$ cat config.mk
export PLATFORM = sky130hd
export DESIGN_NAME = button_debouncer_flat
export DESIGN_NICKNAME = d
export VERILOG_FILES = /design/src/rtl/button_debouncer_if.sv /design/src/rtl/button_debouncer.sv /design/src/flat_wrapper.sv
export SDC_FILE = /design/constraint.sdc
export NUM_CORES = 1
export LEC_CHECK = 0
export ABC_AREA = 1
export CORE_MARGIN = 2
export CORE_UTILIZATION = 45
export CTS_CLUSTER_SIZE = 30
export DETAILED_ROUTE_END_ITERATION = 7
export RECOVER_POWER = 50
export SLEW_MARGIN = 0
export SYNTH_ARGS = -nofsm -noshare
export SYNTH_HDL_FRONTEND = slang
export SYNTH_SLANG_ARGS = --single-unit
export TNS_END_PERCENT = 10
$ cat constraint.sdc
create_clock -name clk -period 2 [get_ports clk]
set_clock_uncertainty 0.2 [all_clocks]
set_input_delay 0.2 -clock clk [delete_from_list [all_inputs] [get_ports clk]]
set_output_delay 0.2 -clock clk [all_outputs]
set_load 0.02 [all_outputs]
$ cat src/rtl/button_debouncer_if.sv
// Button debouncer signal bundle: raw pin in, cleaned level/strobes/count out.
interface button_debouncer_if;
    logic       pmod;
    logic       btn_level;
    logic       press_pulse;
    logic       release_pulse;
    logic [3:0] led;

    // Driver of the raw pin and consumer of button events
    modport master (
        output pmod,
        input  btn_level,
        input  press_pulse,
        input  release_pulse,
        input  led
    );

    // Debouncer side
    modport slave (
        input  pmod,
        output btn_level,
        output press_pulse,
        output release_pulse,
        output led
    );
endinterface

$ cat src/rtl/button_debouncer.sv
// Push-button debouncer: 2-flop synchronizer, stability counter and a
// four-state FSM producing a clean level, press/release strobes and a
// wrapping 4-bit press count.
module button_debouncer #(
    parameter int unsigned STABLE_CYCLES = 600000,
    parameter int unsigned ACTIVE_LOW    = 1
) (
    input  logic                clk,
    input  logic                rst,
    button_debouncer_if.slave   bus
);

    localparam int unsigned   CNT_W   = $clog2(STABLE_CYCLES);
    localparam logic [CNT_W-1:0] CNT_MAX = CNT_W'(STABLE_CYCLES - 1);
    localparam logic          REL_PIN = (ACTIVE_LOW != 0) ? 1'b1 : 1'b0;

    typedef enum logic [1:0] {
        RELEASED        = 2'd0,
        PRESS_PENDING   = 2'd1,
        PRESSED         = 2'd2,
        RELEASE_PENDING = 2'd3
    } state_e;

    state_e           state_q, state_d;
    logic [CNT_W-1:0] cnt_q, cnt_d;
    logic             sync1_q, sync2_q;
    logic             level_q, level_d;
    logic             press_q, press_d;
    logic             release_q, release_d;
    logic [3:0]       led_q, led_d;
    logic             sync_press_c;

    // Normalize the synchronized pin so 1 always means pressed
    assign sync_press_c = sync2_q ^ REL_PIN;

    // Synchronizer, state register and registered outputs
    always_ff @(posedge clk) begin
        if (rst) begin
            sync1_q   <= REL_PIN;
            sync2_q   <= REL_PIN;
            state_q   <= RELEASED;
            cnt_q     <= '0;
            level_q   <= 1'b0;
            press_q   <= 1'b0;
            release_q <= 1'b0;
            led_q     <= 4'h0;
        end else begin
            sync1_q   <= bus.pmod;
            sync2_q   <= sync1_q;
            state_q   <= state_d;
            cnt_q     <= cnt_d;
            level_q   <= level_d;
            press_q   <= press_d;
            release_q <= release_d;
            led_q     <= led_d;
        end
    end

    // Next-state, counter and output logic; counter clears whenever the
    // synchronized input agrees with the debounced level
    always_comb begin
        state_d   = state_q;
        cnt_d     = '0;
        level_d   = level_q;
        press_d   = 1'b0;
        release_d = 1'b0;
        led_d     = led_q;
        unique case (state_q)
            RELEASED: begin
                if (sync_press_c) begin
                    state_d = PRESS_PENDING;
                    cnt_d   = CNT_W'(1);
                end
            end
            PRESS_PENDING: begin
                if (!sync_press_c) begin
                    state_d = RELEASED;
                end else if (cnt_q == CNT_MAX) begin
                    state_d = PRESSED;
                    level_d = 1'b1;
                    press_d = 1'b1;
                    led_d   = led_q + 4'd1;
                end else begin
                    cnt_d = cnt_q + CNT_W'(1);
                end
            end
            PRESSED: begin
                if (!sync_press_c) begin
                    state_d = RELEASE_PENDING;
                    cnt_d   = CNT_W'(1);
                end
            end
            RELEASE_PENDING: begin
                if (sync_press_c) begin
                    state_d = PRESSED;
                end else if (cnt_q == CNT_MAX) begin
                    state_d   = RELEASED;
                    level_d   = 1'b0;
                    release_d = 1'b1;
                end else begin
                    cnt_d = cnt_q + CNT_W'(1);
                end
            end
            default: begin
                state_d = RELEASED;
            end
        endcase
    end

    assign bus.btn_level     = level_q;
    assign bus.press_pulse   = press_q;
    assign bus.release_pulse = release_q;
    assign bus.led           = led_q;

endmodule

$ cat src/flat_wrapper.sv
// flat-port wrapper written by rule: the top's interface ports become plain ports
module button_debouncer_flat 
#(
    parameter int unsigned STABLE_CYCLES = 600000,
    parameter int unsigned ACTIVE_LOW    = 1
)
  (clk, rst, bus_pmod, bus_btn_level, bus_press_pulse, bus_release_pulse, bus_led);
  button_debouncer_if bus_i ();
  input  logic clk;
  input  logic rst;
  input wire logic [$bits(bus_i.pmod)-1:0] bus_pmod;
  output wire logic [$bits(bus_i.btn_level)-1:0] bus_btn_level;
  output wire logic [$bits(bus_i.press_pulse)-1:0] bus_press_pulse;
  output wire logic [$bits(bus_i.release_pulse)-1:0] bus_release_pulse;
  output wire logic [$bits(bus_i.led)-1:0] bus_led;
  assign bus_i.pmod = bus_pmod;
  assign bus_btn_level = bus_i.btn_level;
  assign bus_press_pulse = bus_i.press_pulse;
  assign bus_release_pulse = bus_i.release_pulse;
  assign bus_led = bus_i.led;
  button_debouncer #(.STABLE_CYCLES(STABLE_CYCLES), .ACTIVE_LOW(ACTIVE_LOW)) u_core (.clk(clk), .rst(rst), .bus(bus_i));
endmodule
Word-level counts from Yosys, hierarchy flattened
Cells that the tools add are included.
{ "word_totals": {"in_bits": 3, "output_inout_bits": 7, "regBits": 31} }
{ "op_classes": {"n_mux": 19, "eq_ne": 12, "addsub": 2, "n_reduce_logical": 7, "bitwise": 3} }
{ "op_table": {"columns": ["operator", "count"], "rows": [
  ["20-bit one-hot mux with 4 select lines", 1],
  ["20-bit 2-to-1 mux", 3],
  ["20-bit by 1-bit adder with 20-bit output, second input constant", 1],
  ["20-bit equality test, second input constant", 1],
  ["2-bit 2-to-1 mux", 6],
  ["2-bit by 1-bit != test with 1-bit output, second input constant", 4],
  ["2-bit one-hot mux with 4 select lines", 1],
  ["1-bit 2-to-1 mux", 7],
  ["3-bit OR reduction", 2],
  ["5-bit AND reduction", 1],
  ["4-bit by 1-bit adder with 4-bit output, second input constant", 1],
  ["2-bit equality test, second input constant", 2],
  ["2-bit != test, second input constant", 2],
  ["4-bit AND reduction", 1],
  ["3-bit by 1-bit != test with 1-bit output, second input constant", 1],
  ["3-bit != test, second input constant", 1],
  ["1-bit NOT", 3],
  ["3-bit AND reduction", 1],
  ["2-bit by 1-bit equality test with 1-bit output, second input constant", 1],
  ["2-bit logical NOT", 1],
  ["1-bit one-hot mux with 2 select lines", 1],
  ["2-bit nonzero test", 1]
]} }

Depth between registers and ports, before layout
Gate-level depths: netlist (run 1).
{ "logic_depth": {"depth_word": 4, "ltp_mapped": 10} }

Worst setup path after synthesis (run 1)
OpenSTA, ideal clock, no wires.
{ "synth_path": {"path_type": "reg-to-reg", "from": "register u_core.cnt_q[0]", "to": "register u_core.cnt_q[10]", "path_slack_ps": 368, "synth_period_minus_slack_ps": 1632, "setup_time_ps": 113, "arrival_time_ps": 1319, "required_ps": 1687, "stages_incl_launch_ff": 8, "path_cell_list": "dfxtp_1 ha_1 nand3_2 inv_1 nand4_1 or2_0 o21ai_1 nor2_1"} }
{ "synth_between": {"elab_chain_cells": 4, "word_cells_on_any_way": 6, "classes_between": "add/sub (1); eq/ne (1); mux (4)"} }
{ "synth_rtl": {"columns": ["item", "line_no", "source"], "rows": [
  ["start: declaration", "button_debouncer.sv:25", "logic [CNT_W-1:0] cnt_q, cnt_d;"],
  ["start signal: assignment", "button_debouncer.sv:51", "cnt_q <= cnt_d;"],
  ["20-bit by 1-bit adder with 20-bit output or 20-bit equality test (tied branches)", null, null],
  ["20-bit 2-to-1 mux *", "button_debouncer.sv:78, button_debouncer.sv:96", null],
  ["20-bit 2-to-1 mux (on tied branches)", "button_debouncer.sv:94, button_debouncer.sv:76", null],
  ["20-bit one-hot mux with 4 select lines *", "button_debouncer.sv:68", "unique case (state_q)"]
]} }
Every way passes the cells marked *; elsewhere a longest branch is shown, timed or not.
A chain may end at the register's enable or synchronous reset.

Worst setup path in the final report (run 1)
{ "layout_path": {"from": "register u_core.cnt_q[0]", "to": "register u_core.led_q[1] (netlist: u_core.bus.led[1])"} }
{ "layout_between": {"elab_chain_cells": 2} }
{ "layout_rtl": {"columns": ["item", "line_no", "source"], "rows": [
  ["20-bit equality test", "button_debouncer.sv:78", "end else if (cnt_q == CNT_MAX) begin"],
  ["3-bit AND reduction (no line)", null, null],
  ["end signal: assignment", "button_debouncer.sv:55", "led_q <= led_d;"],
  ["end: declaration", "button_debouncer.sv:30", "logic [3:0] led_q, led_d;"]
]} }
Every way passes these cells.

==> qor.txt, run 1 <==
Number of clock buffers inserted by TritonCTS = 5
Y dimension of the die = 61.6 µm
Total of buffers placed on input and output ports = 9
Number of distinct standard cells referenced by the synthesized netlist = 22
Fraction of the yosys area taken by sequential cells = 41.5%
N_diodes = 0
Synth area leaders = dfxtp_1 (42%), nand2_1 (12%), nor2_1 (10%)
Minimum hold slack = 0.216 ns
Maximum number of pins on one net before global-route repair = 13
Sum of routed wire length over all layers = 2.89 mm
Post-synthesis async set-or-reset flop share = 0%
Syn Nets = 219
Number of instances in the synthesized netlist = 214
Worst endpoint data arrival time = 1.84 ns
Worst voltage drop across the vdd grid = 405 µV
FF+latch count, synth = 31
Post-DP HPWL = 2.24 mm
Final total negative setup slack = 0 ns
Full die area = 0.00380 mm²
Post-synth EDFFs = 0
Kind of launch point of the worst setup path = flip-flop
Result of the run = completed
Routed vias = 1314
Post-Syn Area = 0.00149 mm²
Total number of placement rows = 20
Final slew viol count = 0
Iteration count of the initial detailed-routing pass = 4
Leading area contributor after synthesis = dfxtp_1
Min-delay worst type = in -> reg
Dominant cell by count in the synthesized netlist = nand2_1
Global-route wire length before repair = 5.05 mm
Most frequent cells after synthesis = nand2_1 (47), nor2_1 (41), inv_1 (32), dfxtp_1 (31), nand3_1 (11)
Layout fillers = 320
Slew of the pin with the lowest slew margin = 0.381 ns
Highest achievable clock rate = 0.554 GHz
Yosys warning total = 0
Clk_lat worst skew = 0.34 ns
Top cell type's share of synthesized area = 41.5%
RSZ-0062 raised after global routing = false
Critical path type = reg -> reg
Clock transition at the registers of the reported paths = 0.10 ns
Average routed wire per standard cell = 10.4 µm
Layout overhead on the synthesized area = 16.5%
Type of element capturing the critical path = flip-flop
Average cell area after synthesis = 6.98 µm²
Total overflow reported by the global router = 0
Final Instance Count excl. Fillers = 277
I/O pins = 10
Series of cell instances along the critical path = ha_2, nand3_2, nor2_4, nand3_2, nor2_4, nand2_2, o21ai_1, nor2_1
Final period demand of the worst path = 1.80 ns
Post-layout net count = 237
Total number of clock tree sinks = 31
Number of antenna violations at the first check in global routing = 0
Cell total after placement = 269
Count of maximum capacitance violations = 0
Vias in the first global route = 1220
Leak Pwr = 0.000669 µW
Longest individual stage delay on the worst path = 0.40 ns
Highest-delay cell along the critical path = dfxtp_1
Overall fraction of global-route tracks in use = 18.4%
TritonCTS clock tree = built
Areal power density over the cells = 659 mW/mm²
Drc violations = 0
Portion of the clock cycle consumed by the worst path in the final layout = 90.2%
Routability Congestion = 0.908
Final setup violation count = 0
Root Buffer = clkbuf_4
Max Root-Sink Buffers = 2
CORE AREA = 0.00310 mm²
Vias per std cell = 4.74
Data required time of the worst path = 2.03 ns
Share of cells above drive strength 1 = 9.44%
Antenna-violating nets left = 0
Initial DRC count = 83
Starting Density = 48.1%
Most common flop cell mapped by yosys = dfxtp_1
Die width = 61.6 µm
Max-slew headroom at the worst pin = 74.5%
Largest fanout on the critical path = 7
Number of hold violations in the final report = 0
Count of H-tree levels built during CTS = 2
==> cell usage in the layout (no fill, tap or decap), drive strengths merged <==
master         synthesis  layout
nand2                 49      49
nor2                  44      44
inv                   33      33
dfxtp                 31      31
nand3                 13      13
xor2                  10      10
nand4                  8       8
nor3                   7       7
dlygate4sd3            0       7
clkbuf                 0       7
o21ai                  6       6
or2                    4       4
a21oi                  3       3
xnor2                  2       2
clkdlybuf4s50          0       2
buf                    1       2
ha                     2       2
nor4                   1       1
clkinv                 0       1
bufinv                 0       1
==> worst paths after layout <==
check	startpoint	to	slack (ns)	cells past startpoint
worst max-delay path	u_core.cnt_q[0]	u_core.bus.led[1]	0.20	8
worst min register to register	u_core.sync1_q	u_core.sync2_q	0.23	1
worst max register to register	u_core.cnt_q[0]	u_core.bus.led[1]	0.20	8
worst min-delay path	bus_pmod	u_core.sync1_q	0.22	2
==> kinds of logic after synthesis <==
kind of cell	after synthesis	synth area share, %
compound gates	9	3.01
fa+ha+maj	2	1.67
simple gates	126	37.7
buf+inv	34	9.05
xor+xnor	12	7.04
flops	31	41.5
==> layer usage <==
metal / vias to the layer above / GRT usage [%] / share of wire [%]
li1: 707 / - / -
met1: 581 / 22.5 / 49
met2: 21 / 29.8 / 46
met3: 5 / 6.30 / 4.2
met4: 0 / 7.29 / 1.7
met5: - / 0 / 0
==> what timing repair did <==
item	CTS	global route
gates resized for setup	0	2
buffers inserted	0	0
setup endpoints to repair	0	9
hold buffers	0	0
==> power breakdown <==
part	internal, µW	total [µW]	switching [µW]
Combinational	6.96	15.1	8.19
Clock	295	510	215
Sequential	620	622	2.19
Total	922	1150	225
==> per-stage QoR <==
step	setup WS (ns)	cell area, µm²	util (%)	power (µW)
2_1_floorplan	0.368	1490	-	644
3_3_place_gp	0.228	1650	53.2	652
3_5_place_dp	0.165	1650	53.2	653
4_1_cts	0.137	1740	56.0	1160
5_1_grt	0.0377	1740	56.1	1200
6_report	0.196	1740	56.1	1150
==> flip-flops by register name (all words and copies together), names as in the netlist, named ones only <==
| name | count |
|---|---|
| u_core.sync2_q | 1 |
| u_core.bus.btn_level | 1 |
| u_core.bus.press_pulse | 1 |
| u_core.state_q | 1 |
| u_core.cnt_q | 20 |
| u_core.sync1_q | 1 |
| u_core.bus.led | 4 |
| u_core.bus.release_pulse | 1 |
==> cell type report <==
cell class | count | area (µm²) | area share (%)
clock buffers | 6 | 51.3 | 2.95
inverters | 33 | 124 | 7.12
flip-flops and latches | 31 | 621 | 35.7
multi-input cells | 149 | 746 | 42.8
well taps | 44 | 55.1 | 3.16
repair buffers | 12 | 109 | 6.25
clock inverters | 2 | 35.0 | 2.01
==> critical path, delay by kind of cell, from the launching register on <==
family | cells | cell delay (ns)
adders and majority gates | 1 | 0.24
DFF | 1 | 0.40
and+or+nand+nor | 6 | 0.71
AOI/OAI and AO/OA | 1 | 0.15
Note: power is estimated with default switching activity, not from simulation.
==> run 2: changes to the inputs <==
--- a/config.mk
+++ b/config.mk
@@ -6,6 +6,7 @@
 export NUM_CORES = 1
 export LEC_CHECK = 0
 export ABC_AREA = 1
+export ABC_CLOCK_PERIOD_IN_PS = 2000
 export CORE_MARGIN = 2
 export CORE_UTILIZATION = 45
 export CTS_CLUSTER_SIZE = 30
==> results of run 2 <==
The final DEF is identical to that of run 1; final timing and power are the same.
==> run 3: changes to the inputs <==
--- a/config.mk
+++ b/config.mk
@@ -12,7 +12,6 @@
 export CTS_CLUSTER_SIZE = 30
 export DETAILED_ROUTE_END_ITERATION = 7
 export RECOVER_POWER = 50
-export SLEW_MARGIN = 0
 export SYNTH_ARGS = -nofsm -noshare
 export SYNTH_HDL_FRONTEND = slang
 export SYNTH_SLANG_ARGS = --single-unit
==> results of run 3 <==
The final DEF is identical to that of run 1; final timing and power are the same.
